===== src/rtl/mem_stage_if.sv =====
// Data-memory bus between the memory/writeback stage (master) and the
// data memory (slave). Signal names keep the stage-side I_/O_ prefixes.
interface mem_stage_if;
  logic [15:0] O_mem_addr;
  logic [15:0] O_mem_wdata;
  logic        O_mem_req;
  logic        O_mem_we;
  logic        I_mem_ack;
  logic [15:0] I_mem_rdata;

  modport master (
    output O_mem_addr, O_mem_wdata, O_mem_req, O_mem_we,
    input  I_mem_ack, I_mem_rdata
  );

  modport slave (
    input  O_mem_addr, O_mem_wdata, O_mem_req, O_mem_we,
    output I_mem_ack, I_mem_rdata
  );
endinterface


===== src/rtl/mem_stage.sv =====
// Memory-access / writeback stage behind the ALU. Non-memory results are
// written back one cycle after acceptance; READ/WRITE results run a req/ack
// bus transaction first, bounded by TIMEOUT cycles. A timeout parks the
// stage in a sticky ERROR state until reset.
module mem_stage #(
  parameter int TIMEOUT = 16,
  parameter int CNT_W   = 5
) (
  input  logic        I_clk,
  input  logic        I_reset,
  input  logic        I_enable,
  input  logic [15:0] I_alu_out,
  input  logic        I_write_rD,
  input  logic        I_write_pc,
  input  logic [1:0]  I_memory_mode,
  input  logic [15:0] I_store_data,
  input  logic [2:0]  I_rD_sel,
  mem_stage_if.master mem,
  output logic [15:0] O_rD_data,
  output logic [2:0]  O_rD_sel,
  output logic        O_rD_write,
  output logic [15:0] O_pc,
  output logic        O_pc_write,
  output logic        O_done,
  output logic        O_busy,
  output logic        O_error
);

  localparam logic [1:0] MEM_NOP   = 2'b00;
  localparam logic [1:0] MEM_READ  = 2'b01;
  localparam logic [1:0] MEM_WRITE = 2'b10;

  // Last cycle in which a missing ack is still tolerated.
  localparam logic [CNT_W-1:0] CNT_LAST = CNT_W'(TIMEOUT - 1);

  typedef enum logic [1:0] {
    S_IDLE,
    S_ACCESS,
    S_ERROR
  } state_t;

  state_t           state_q;
  logic [CNT_W-1:0] cnt_q;
  logic             wr_rd_q;
  logic [2:0]       sel_q;
  logic [15:0]      addr_q;
  logic [15:0]      wdata_q;
  logic             req_q;
  logic             we_q;
  logic [15:0]      rd_data_q;
  logic [2:0]       rd_sel_q;
  logic             rd_write_q;
  logic [15:0]      pc_q;
  logic             pc_write_q;
  logic             done_q;
  logic             busy_q;
  logic             error_q;

  // Reserved mode 2'b11 behaves like MEM_NOP.
  logic is_mem_op;
  assign is_mem_op = (I_memory_mode == MEM_READ) || (I_memory_mode == MEM_WRITE);

  // Control FSM with registered outputs; strobes default low every cycle.
  always_ff @(posedge I_clk or negedge I_reset) begin
    if (!I_reset) begin
      state_q    <= S_IDLE;
      cnt_q      <= '0;
      wr_rd_q    <= 1'b0;
      sel_q      <= 3'd0;
      addr_q     <= 16'h0000;
      wdata_q    <= 16'h0000;
      req_q      <= 1'b0;
      we_q       <= 1'b0;
      rd_data_q  <= 16'h0000;
      rd_sel_q   <= 3'd0;
      rd_write_q <= 1'b0;
      pc_q       <= 16'h0000;
      pc_write_q <= 1'b0;
      done_q     <= 1'b0;
      busy_q     <= 1'b0;
      error_q    <= 1'b0;
    end else begin
      done_q     <= 1'b0;
      rd_write_q <= 1'b0;
      pc_write_q <= 1'b0;
      case (state_q)
        S_IDLE: begin
          if (I_enable) begin
            if (is_mem_op) begin
              req_q   <= 1'b1;
              addr_q  <= I_alu_out;
              we_q    <= (I_memory_mode == MEM_WRITE);
              wdata_q <= I_store_data;
              sel_q   <= I_rD_sel;
              wr_rd_q <= I_write_rD;
              cnt_q   <= '0;
              busy_q  <= 1'b1;
              state_q <= S_ACCESS;
            end else begin
              done_q     <= 1'b1;
              rd_write_q <= I_write_rD;
              rd_data_q  <= I_alu_out;
              rd_sel_q   <= I_rD_sel;
              pc_write_q <= I_write_pc;
              pc_q       <= I_alu_out;
            end
          end
        end
        S_ACCESS: begin
          // An ack on the timeout cycle still completes normally.
          if (mem.I_mem_ack) begin
            req_q   <= 1'b0;
            busy_q  <= 1'b0;
            done_q  <= 1'b1;
            state_q <= S_IDLE;
            if (!we_q) begin
              rd_data_q  <= mem.I_mem_rdata;
              rd_sel_q   <= sel_q;
              rd_write_q <= wr_rd_q;
            end
          end else if (cnt_q == CNT_LAST) begin
            req_q   <= 1'b0;
            error_q <= 1'b1;
            done_q  <= 1'b1;
            state_q <= S_ERROR;
          end else begin
            cnt_q <= cnt_q + CNT_W'(1);
          end
        end
        S_ERROR: begin
          state_q <= S_ERROR;
        end
        default: begin
          state_q <= S_IDLE;
        end
      endcase
    end
  end

  assign mem.O_mem_addr  = addr_q;
  assign mem.O_mem_wdata = wdata_q;
  assign mem.O_mem_req   = req_q;
  assign mem.O_mem_we    = we_q;

  assign O_rD_data  = rd_data_q;
  assign O_rD_sel   = rd_sel_q;
  assign O_rD_write = rd_write_q;
  assign O_pc       = pc_q;
  assign O_pc_write = pc_write_q;
  assign O_done     = done_q;
  assign O_busy     = busy_q;
  assign O_error    = error_q;

endmodule

===== src/flat_wrapper.sv =====
// flat-port wrapper written by rule: the top's interface ports become plain ports
module mem_stage_flat 
#(
  parameter int TIMEOUT = 16,
  parameter int CNT_W   = 5
)
  (I_clk, I_reset, I_enable, I_alu_out, I_write_rD, I_write_pc, I_memory_mode, I_store_data, I_rD_sel, O_rD_data, O_rD_sel, O_rD_write, O_pc, O_pc_write, O_done, O_busy, O_error, mem_O_mem_addr, mem_O_mem_wdata, mem_O_mem_req, mem_O_mem_we, mem_I_mem_ack, mem_I_mem_rdata);
  mem_stage_if mem_i ();
  input  logic I_clk;
  input  logic I_reset;
  input  logic I_enable;
  input  logic [15:0] I_alu_out;
  input  logic I_write_rD;
  input  logic I_write_pc;
  input  logic [1:0] I_memory_mode;
  input  logic [15:0] I_store_data;
  input  logic [2:0] I_rD_sel;
  output logic [15:0] O_rD_data;
  output logic [2:0] O_rD_sel;
  output logic O_rD_write;
  output logic [15:0] O_pc;
  output logic O_pc_write;
  output logic O_done;
  output logic O_busy;
  output logic O_error;
  output wire logic [$bits(mem_i.O_mem_addr)-1:0] mem_O_mem_addr;
  output wire logic [$bits(mem_i.O_mem_wdata)-1:0] mem_O_mem_wdata;
  output wire logic [$bits(mem_i.O_mem_req)-1:0] mem_O_mem_req;
  output wire logic [$bits(mem_i.O_mem_we)-1:0] mem_O_mem_we;
  input wire logic [$bits(mem_i.I_mem_ack)-1:0] mem_I_mem_ack;
  input wire logic [$bits(mem_i.I_mem_rdata)-1:0] mem_I_mem_rdata;
  assign mem_O_mem_addr = mem_i.O_mem_addr;
  assign mem_O_mem_wdata = mem_i.O_mem_wdata;
  assign mem_O_mem_req = mem_i.O_mem_req;
  assign mem_O_mem_we = mem_i.O_mem_we;
  assign mem_i.I_mem_ack = mem_I_mem_ack;
  assign mem_i.I_mem_rdata = mem_I_mem_rdata;
  mem_stage #(.TIMEOUT(TIMEOUT), .CNT_W(CNT_W)) u_core (.I_clk(I_clk), .I_reset(I_reset), .I_enable(I_enable), .I_alu_out(I_alu_out), .I_write_rD(I_write_rD), .I_write_pc(I_write_pc), .I_memory_mode(I_memory_mode), .I_store_data(I_store_data), .I_rD_sel(I_rD_sel), .mem(mem_i), .O_rD_data(O_rD_data), .O_rD_sel(O_rD_sel), .O_rD_write(O_rD_write), .O_pc(O_pc), .O_pc_write(O_pc_write), .O_done(O_done), .O_busy(O_busy), .O_error(O_error));
endmodule

===== config.mk =====
export PLATFORM = sky130hd
export DESIGN_NAME = mem_stage_flat
export DESIGN_NICKNAME = d
export VERILOG_FILES = /design/src/rtl/mem_stage_if.sv /design/src/rtl/mem_stage.sv /design/src/flat_wrapper.sv
export SDC_FILE = /design/constraint.sdc
export NUM_CORES = 1
export LEC_CHECK = 0
export BUFFER_PORTS_ARGS = -buffer_cell sky130_fd_sc_hd__clkbuf_2
export CORE_UTILIZATION = 45
export DETAILED_ROUTE_END_ITERATION = 10
export PLACE_DENSITY = 0.79
export REMOVE_ABC_BUFFERS = 1
export SLEW_MARGIN = 15
export SYNTH_ARGS = -nofsm -noshare
export SYNTH_HDL_FRONTEND = slang
export SYNTH_SLANG_ARGS = --single-unit

===== constraint.sdc =====
create_clock -name I_clk -period 2.1 [get_ports I_clk]
set_clock_uncertainty 0.05 [all_clocks]
set_input_delay 0.105 -clock I_clk [delete_from_list [all_inputs] [get_ports I_clk]]
set_output_delay 0.105 -clock I_clk [all_outputs]
set_load 0.02 [all_outputs]

==> results of run 1 <==
[power by group]
group	leakage (nW)	internal (W)	switching (W)
sequential	1.02	0.00213	0.000283
clock	0.0898	0.000434	0.000602
combinational	1.34	0.000938	0.00111
total	2.44	0.00350	0.00199
[layer usage]
| metal | vias to the layer above | share of wire |
|---|---|---|
| met5 | - | 0 |
| met4 | 0 | 0.015 |
| met3 | 12 | 0.054 |
| met2 | 90 | 0.51 |
| met1 | 1316 | 0.43 |
| li1 | 1193 | - |
[flip-flops by register name, indices dropped and copies added (netlist names), 2 cells and up]
register,count
u_core.mem.O_mem_wdata,16
u_core.mem.O_mem_addr,16
u_core.sel_q,3
u_core.state_q,2
u_core.O_rD_data,16
u_core.O_pc,16
u_core.cnt_q,5
u_core.O_rD_sel,3
[worst max-delay path, delay by kind of cell, from the launching register on]
family / cells / cell delay, ns
AO/OA/AOI/OAI: 1 / 0.10
adder cells (fa/ha/maj): 2 / 0.46
flip-flops: 1 / 0.42
AND/OR/NAND/NOR: 3 / 0.95
[area by class of cell]
class,instances,area (sq um),share of cell area
timing repair buffer,180,1140,0.228
clock inverter,7,48.8,0.00972
inverter,5,18.8,0.00374
clock buffer,9,124,0.0247
tap,102,128,0.0254
multi-input combinational,134,1430,0.285
sequential,85,2130,0.424
[cell usage after synthesis]
library cell / number / area (sq um)
or2b_1: 1 / 7.51
and3_1: 1 / 6.26
o21bai_1: 1 / 7.51
or2_2: 1 / 6.26
dfrtp_1: 85 / 2130
a21oi_4: 1 / 16.3
nor4b_4: 1 / 23.8
a21o_1: 2 / 15.0
mux2_4: 10 / 150
o22ai_2: 1 / 12.5
nand3b_4: 1 / 20.0
a21o_2: 1 / 8.76
mux2_1: 4 / 45.0
buf_2: 1 / 5.00
and2_1: 1 / 6.26
nand4b_1: 1 / 8.76
nor2b_4: 1 / 13.8
mux2i_1: 2 / 20.0
nand3b_1: 1 / 7.51
nand2_1: 6 / 22.5
nand3_1: 1 / 5.00
or4b_4: 1 / 13.8
nor2_1: 2 / 7.51
and4bb_2: 1 / 12.5
buf_8: 2 / 30.0
nor4b_1: 1 / 8.76
a22o_1: 1 / 8.76
o21ai_0: 4 / 20.0
buf_6: 9 / 101
mux2_2: 77 / 867
nor3b_2: 1 / 12.5
inv_1: 5 / 18.8
o22ai_1: 2 / 12.5
nor3b_1: 1 / 7.51
ha_1: 4 / 50.1
nor3_1: 1 / 5.00
[how the worst min path moves through the flow]
stage / startpoint / end / slack [ns] / depth (start not counted)
after global placement: I_reset / u_core.O_done / 0.06 / 1
after detailed placement: I_reset / u_core.mem.O_mem_req / 0.07 / 1
after floorplan: I_reset / u_core.O_busy / -0.24 / 0
after CTS: mem_I_mem_rdata[6] / u_core.O_rD_data[6] / 0.04 / 3
after global routing: mem_I_mem_rdata[6] / u_core.O_rD_data[6] / 0.05 / 3
final: mem_I_mem_rdata[6] / u_core.O_rD_data[6] / 0.06 / 3
[timing repair]
| action | in CTS | in global routing |
|---|---|---|
| endpoints found under the setup margin | 1 | 1 |
| pin swaps | 0 | 1 |
| endpoints found under the hold margin | 93 | 0 |
| resized for setup | 1 | 0 |
| hold buffers | 38 | 0 |
| buffers inserted | 0 | 1 |
[placed cells by master, fill, tap and decap left out, drive strengths merged, types with 2 or more instances in the layout]
cell | netlist | final
nand3b | 2 | 2
nor2 | 2 | 2
a21o | 3 | 3
ha | 4 | 4
mux2i | 2 | 2
inv | 5 | 7
nand2 | 6 | 6
dfrtp | 85 | 85
buf | 12 | 11
o22ai | 3 | 3
nor3b | 2 | 2
nor4b | 2 | 2
o21ai | 4 | 4
dlygate4sd3 | 0 | 38
clkbuf | 0 | 140
clkinv | 0 | 4
mux2 | 91 | 91
[cell families (layout without fill, tap and decap cells)]
group	count (synthesis)	count (layout)	synth area share
mux	93	93	0.292
flops	85	85	0.573
simple gates	24	24	0.0526
buf+inv	17	201	0.0418
compound gates	13	13	0.0273
fa+ha+maj	4	4	0.0135
[metrics by stage]
step | setup slack (ns) | hold WS, ns | util
after detailed placement | -0.00452 | 0.0672 | 0.568
after floorplan | -0.465 | -0.241 | -
after CTS | 0.0257 | 0.0410 | 0.639
after global routing | 0.00531 | 0.0513 | 0.640
after global placement | 0.0968 | 0.0625 | 0.568
final | 0.0749 | 0.0563 | 0.640
==> impl_metrics.tcl, run 1 <==
set metrics [dict create \
    nNetsFinal 478 \
    die_w_um 92.8 \
    grt_use_met1 0.262 \
    ys_seq_area_frac 0.573 \
    max_slew_margin 0.641 \
    period_needed_ns 2.03 \
    path_cells "ha_1, and3_1, ha_2, or4b_4, nor3b_2, a21o_1" \
    cts.sinks 85 \
    core-area_sq_um 7850 \
    report.final.slew_viol_count 0 \
    dpl_cell_area_sq_um 4460 \
    grt_pass1_wl_um 13500 \
    ir_worst_vdd_mv 0.688 \
    r2r-start "u_core.cnt_q[0]" \
    synth_area_sq_um 3710 \
    die_area_sq_um 8610 \
    p_leak_nw 2.44 \
    rows 32 \
    met3_usage 0.0460 \
    setup.worst_path.start "u_core.cnt_q[0]" \
    routed_via_density 5.00 \
    initial_core_util 0.473 \
    power.density_nw_per_um2 1090 \
    first_global_vias 2726 \
    rsz0062_at_grt "no" \
    cts.clk_slew.worst_paths_ns 0.09 \
    gp_congestion 0.734 \
    boundaryPins 133 \
    regToRegSetupSlack_ns 0.07 \
    vias 2611 \
    setup_viol 0 \
    dr.pass1.iters 4 \
    fmax_mhz 494 \
    numCtsBuffers 9 \
    tritoncts "built" \
    dr.first_iter.drc_count 90 \
    wl_per_cell_um 16.0 \
    hold_viol 0 \
    grt_overflow_total 0 \
    r2r-end "u_core.cnt_q[2]" \
    dp.cells 467 \
    syn_inst 236 \
    reg2reg_depth 6 \
    synth_cell_type_count 36 \
    synth.avg_cell_area_sq_um 15.7 \
    total_power_w 0.00550 \
    slowest_delay_ns 0.53 \
    htree_levels 3 \
    endpoint "u_core.cnt_q[2]" \
    max_cap_violations 0 \
    dp_hpwl_um 5430 \
    drive_above_1_share 0.610 \
    grt_max_degree 47 \
    areaGrowthSynthToFinish_pct 35.3 \
    grt_usage 0.204 \
    period_share 0.964 \
    max_slew.worst_pin.slew_ns 0.539 \
    ys_warn_count 0 \
    status "finished clean" \
    hp-class "input pin to flop" \
    ys_seq_elements 85 \
    critical_path_required_ns 2.34 \
    drc 0 \
    root_buffer "clkbuf_8" \
    critPathKind "flop to flop" \
    fin_cells 522 \
    cp-end-kind "flop" \
    clk_path_buf_depth 2 \
    final_antenna_net_count 0 \
    met2_usage 0.339 \
    finalSetupTns_ns 0 \
    crit_path_max_fanout 5 \
    antennaDiodeCount 0 \
    antenna_found_initial 0 \
    wl_um 8330 \
    critPathLaunchType "flop" \
    worstSkewPairLatency_ns 0.35 \
    fill_cells 620 \
    cp.arrival_ns 2.27 \
    port_buffers 132 \
    slowest_stage "or4b_4" \
    die_h_um 92.8 \
    grt-busiest-layer "met2" \
    fin_area_sq_um 5020 \
]
Note: power is estimated with default switching activity, not from simulation.
==> inputs of run 2 (changes only) <==
- CELL_PAD_IN_SITES_DETAIL_PLACEMENT: not set -> 1
- CELL_PAD_IN_SITES_GLOBAL_PLACEMENT: not set -> 2
- CORE_UTILIZATION: 45 -> 30
==> impl_metrics.tcl, run 2 (same netlist as run 1, synthesis figures left out) <==
set metrics [dict create \
    status "finished clean" \
    cp-end-kind "flop" \
    mostFrequentLayoutCells "clkbuf_2 (131), dfrtp_1 (85), mux2_2 (77)" \
    critical_path_required_ns 2.33 \
    period_needed_ns 2.00 \
    rsz0062_at_grt "no" \
    cp.arrival_ns 2.24 \
    fmax_mhz 499 \
    slowest_stage "or4b_4" \
    ir_worst_vdd_mv 0.527 \
    grt_pass1_wl_um 15300 \
    cts.sinks 85 \
    initial_core_util 0.309 \
    drive_above_1_share 0.610 \
    setup_viol 0 \
    wl_per_cell_um 16.3 \
    cts.clk_slew.worst_paths_ns 0.07 \
    holdPathEnd "u_core.O_rD_data[7]" \
    max_slew.worst_pin.slew_ns 0.498 \
    hold_viol 0 \
    die_area_sq_um 12800 \
    top_layer "met4" \
    drt-met1-wl_um 3990 \
    routed_via_density 4.53 \
    htree_levels 3 \
    reg2reg_depth 6 \
    grt_usage 0.156 \
    preCtsSetupSlack_ns 0.00743 \
    max_cap_violations 0 \
    met2_length_um 4600 \
    regToRegSetupSlack_ns 0.1 \
    min-delay-start "mem_I_mem_rdata[7]" \
    numCtsBuffers 9 \
    areaGrowthSynthToFinish_pct 40.4 \
    root_buffer "clkbuf_16" \
    critPathLaunchType "flop" \
    grt_max_degree 51 \
    dp_hpwl_um 6240 \
    die_w_um 113 \
    antennaDiodeCount 0 \
    crit_path_max_fanout 5 \
    worstSkewPairLatency_ns 0.34 \
    wl_um 9220 \
    slowest_delay_ns 0.53 \
    vias 2568 \
    rows 40 \
    power.density_nw_per_um2 1160 \
    clk_path_buf_depth 2 \
    dr.first_iter.drc_count 61 \
    drc 0 \
    p_leak_nw 2.50 \
    max_slew_margin 0.668 \
    nNetsFinal 478 \
    r2r-end "u_core.cnt_q[2]" \
    dr.pass1.iters 4 \
    gp_congestion 0.642 \
    report.final.slew_viol_count 0 \
    hp-class "input pin to flop" \
    setup_ws_ns 0.0978 \
    core-area_sq_um 12000 \
    critPathKind "flop to flop" \
    boundaryPins 133 \
    holdPathStages 3 \
    final_common_cell "clkbuf_2" \
    dr_wl_met3_um 482 \
    final_antenna_net_count 0 \
    period_share 0.953 \
    die_h_um 113 \
    cp_top_family "simple AND/OR/NAND/NOR gates" \
    grt_overflow_total 0 \
    port_buffers 132 \
    total_power_w 0.00605 \
    antenna_found_initial 0 \
    r2r-start "u_core.cnt_q[0]" \
    crit_buf_inv 0 \
    path_cells "ha_1, and3_1, ha_2, or4b_4, nor3b_2, a21o_1" \
    first_global_vias 2921 \
    finalSetupTns_ns 0 \
    tritoncts "built" \
]
[run 2: changes by cell type in the layout (fill, tap and decap cells not counted)]
cell	change
bufinv_16	+1
clkbuf_16	+9
inv_6	-2
clkinv_2	+1
clkbuf_8	-9
buf_4	-1
buf_12	+1
[run 2: tightest hold or removal path, stage by stage]
cell      delay, ns
clkbuf_2       0.07
mux2_2         0.13
mux2_2         0.13
[run 2: layout make-up]
| type | count | area [sq um] |
|---|---|---|
| Tap cell | 147 | 184 |
| Fill cell | 1281 | 6800 |
| Inverter | 5 | 18.8 |
| Sequential cell | 85 | 2130 |
| Clock inverter | 7 | 66.3 |
| Clock buffer | 9 | 225 |
| Multi-Input combinational cell | 134 | 1430 |
| Timing Repair Buffer | 180 | 1160 |
[run 2: worst max-delay path by stage]
stage | start | end | slack, ns | cells past startpoint
2_1_floorplan | I_memory_mode[0] | u_core.mem.O_mem_addr[0] | -0.46 | 4
3_3_place_gp | u_core.cnt_q[0] | u_core.cnt_q[2] | 0.07 | 6
3_5_place_dp | u_core.cnt_q[0] | u_core.cnt_q[2] | 0.007 | 6
4_1_cts | u_core.cnt_q[0] | u_core.cnt_q[2] | 0.03 | 6
5_1_grt | u_core.cnt_q[0] | u_core.cnt_q[2] | 0.009 | 6
6_report | u_core.cnt_q[0] | u_core.cnt_q[2] | 0.1 | 6
[run 2: per-layer routing]
layer  GRT usage  vias up
met5           0        -
met4      0.0658        0
met3      0.0391       14
met2       0.264       74
met1       0.190     1284
li1            -     1196
[run 2: what timing repair did]
item                                   CTS  global route
setup endpoints to repair                1             1
pin swaps                                1             0
endpoints found under the hold margin   89             0
setup buffers                            0             0
gates resized for setup                  0             1
hold buffers                            38             0
[run 2: report_power, final]
| part | switching (W) | internal (W) |
|---|---|---|
| clock | 0.000653 | 0.000914 |
| combinational | 0.00112 | 0.000939 |
| sequential | 0.000284 | 0.00214 |
| total | 0.00206 | 0.00399 |
[run 2: through the flow]
stage,std cells,utilization,instance area [sq um],hold slack (ns)
floorplan,224,-,3570,-0.241
global placement,513,0.378,4530,0.0515
detailed placement,513,0.378,4530,0.0594
CTS,567,0.433,5210,0.0591
global route,567,0.434,5210,0.0827
finish,567,0.434,5210,0.0692
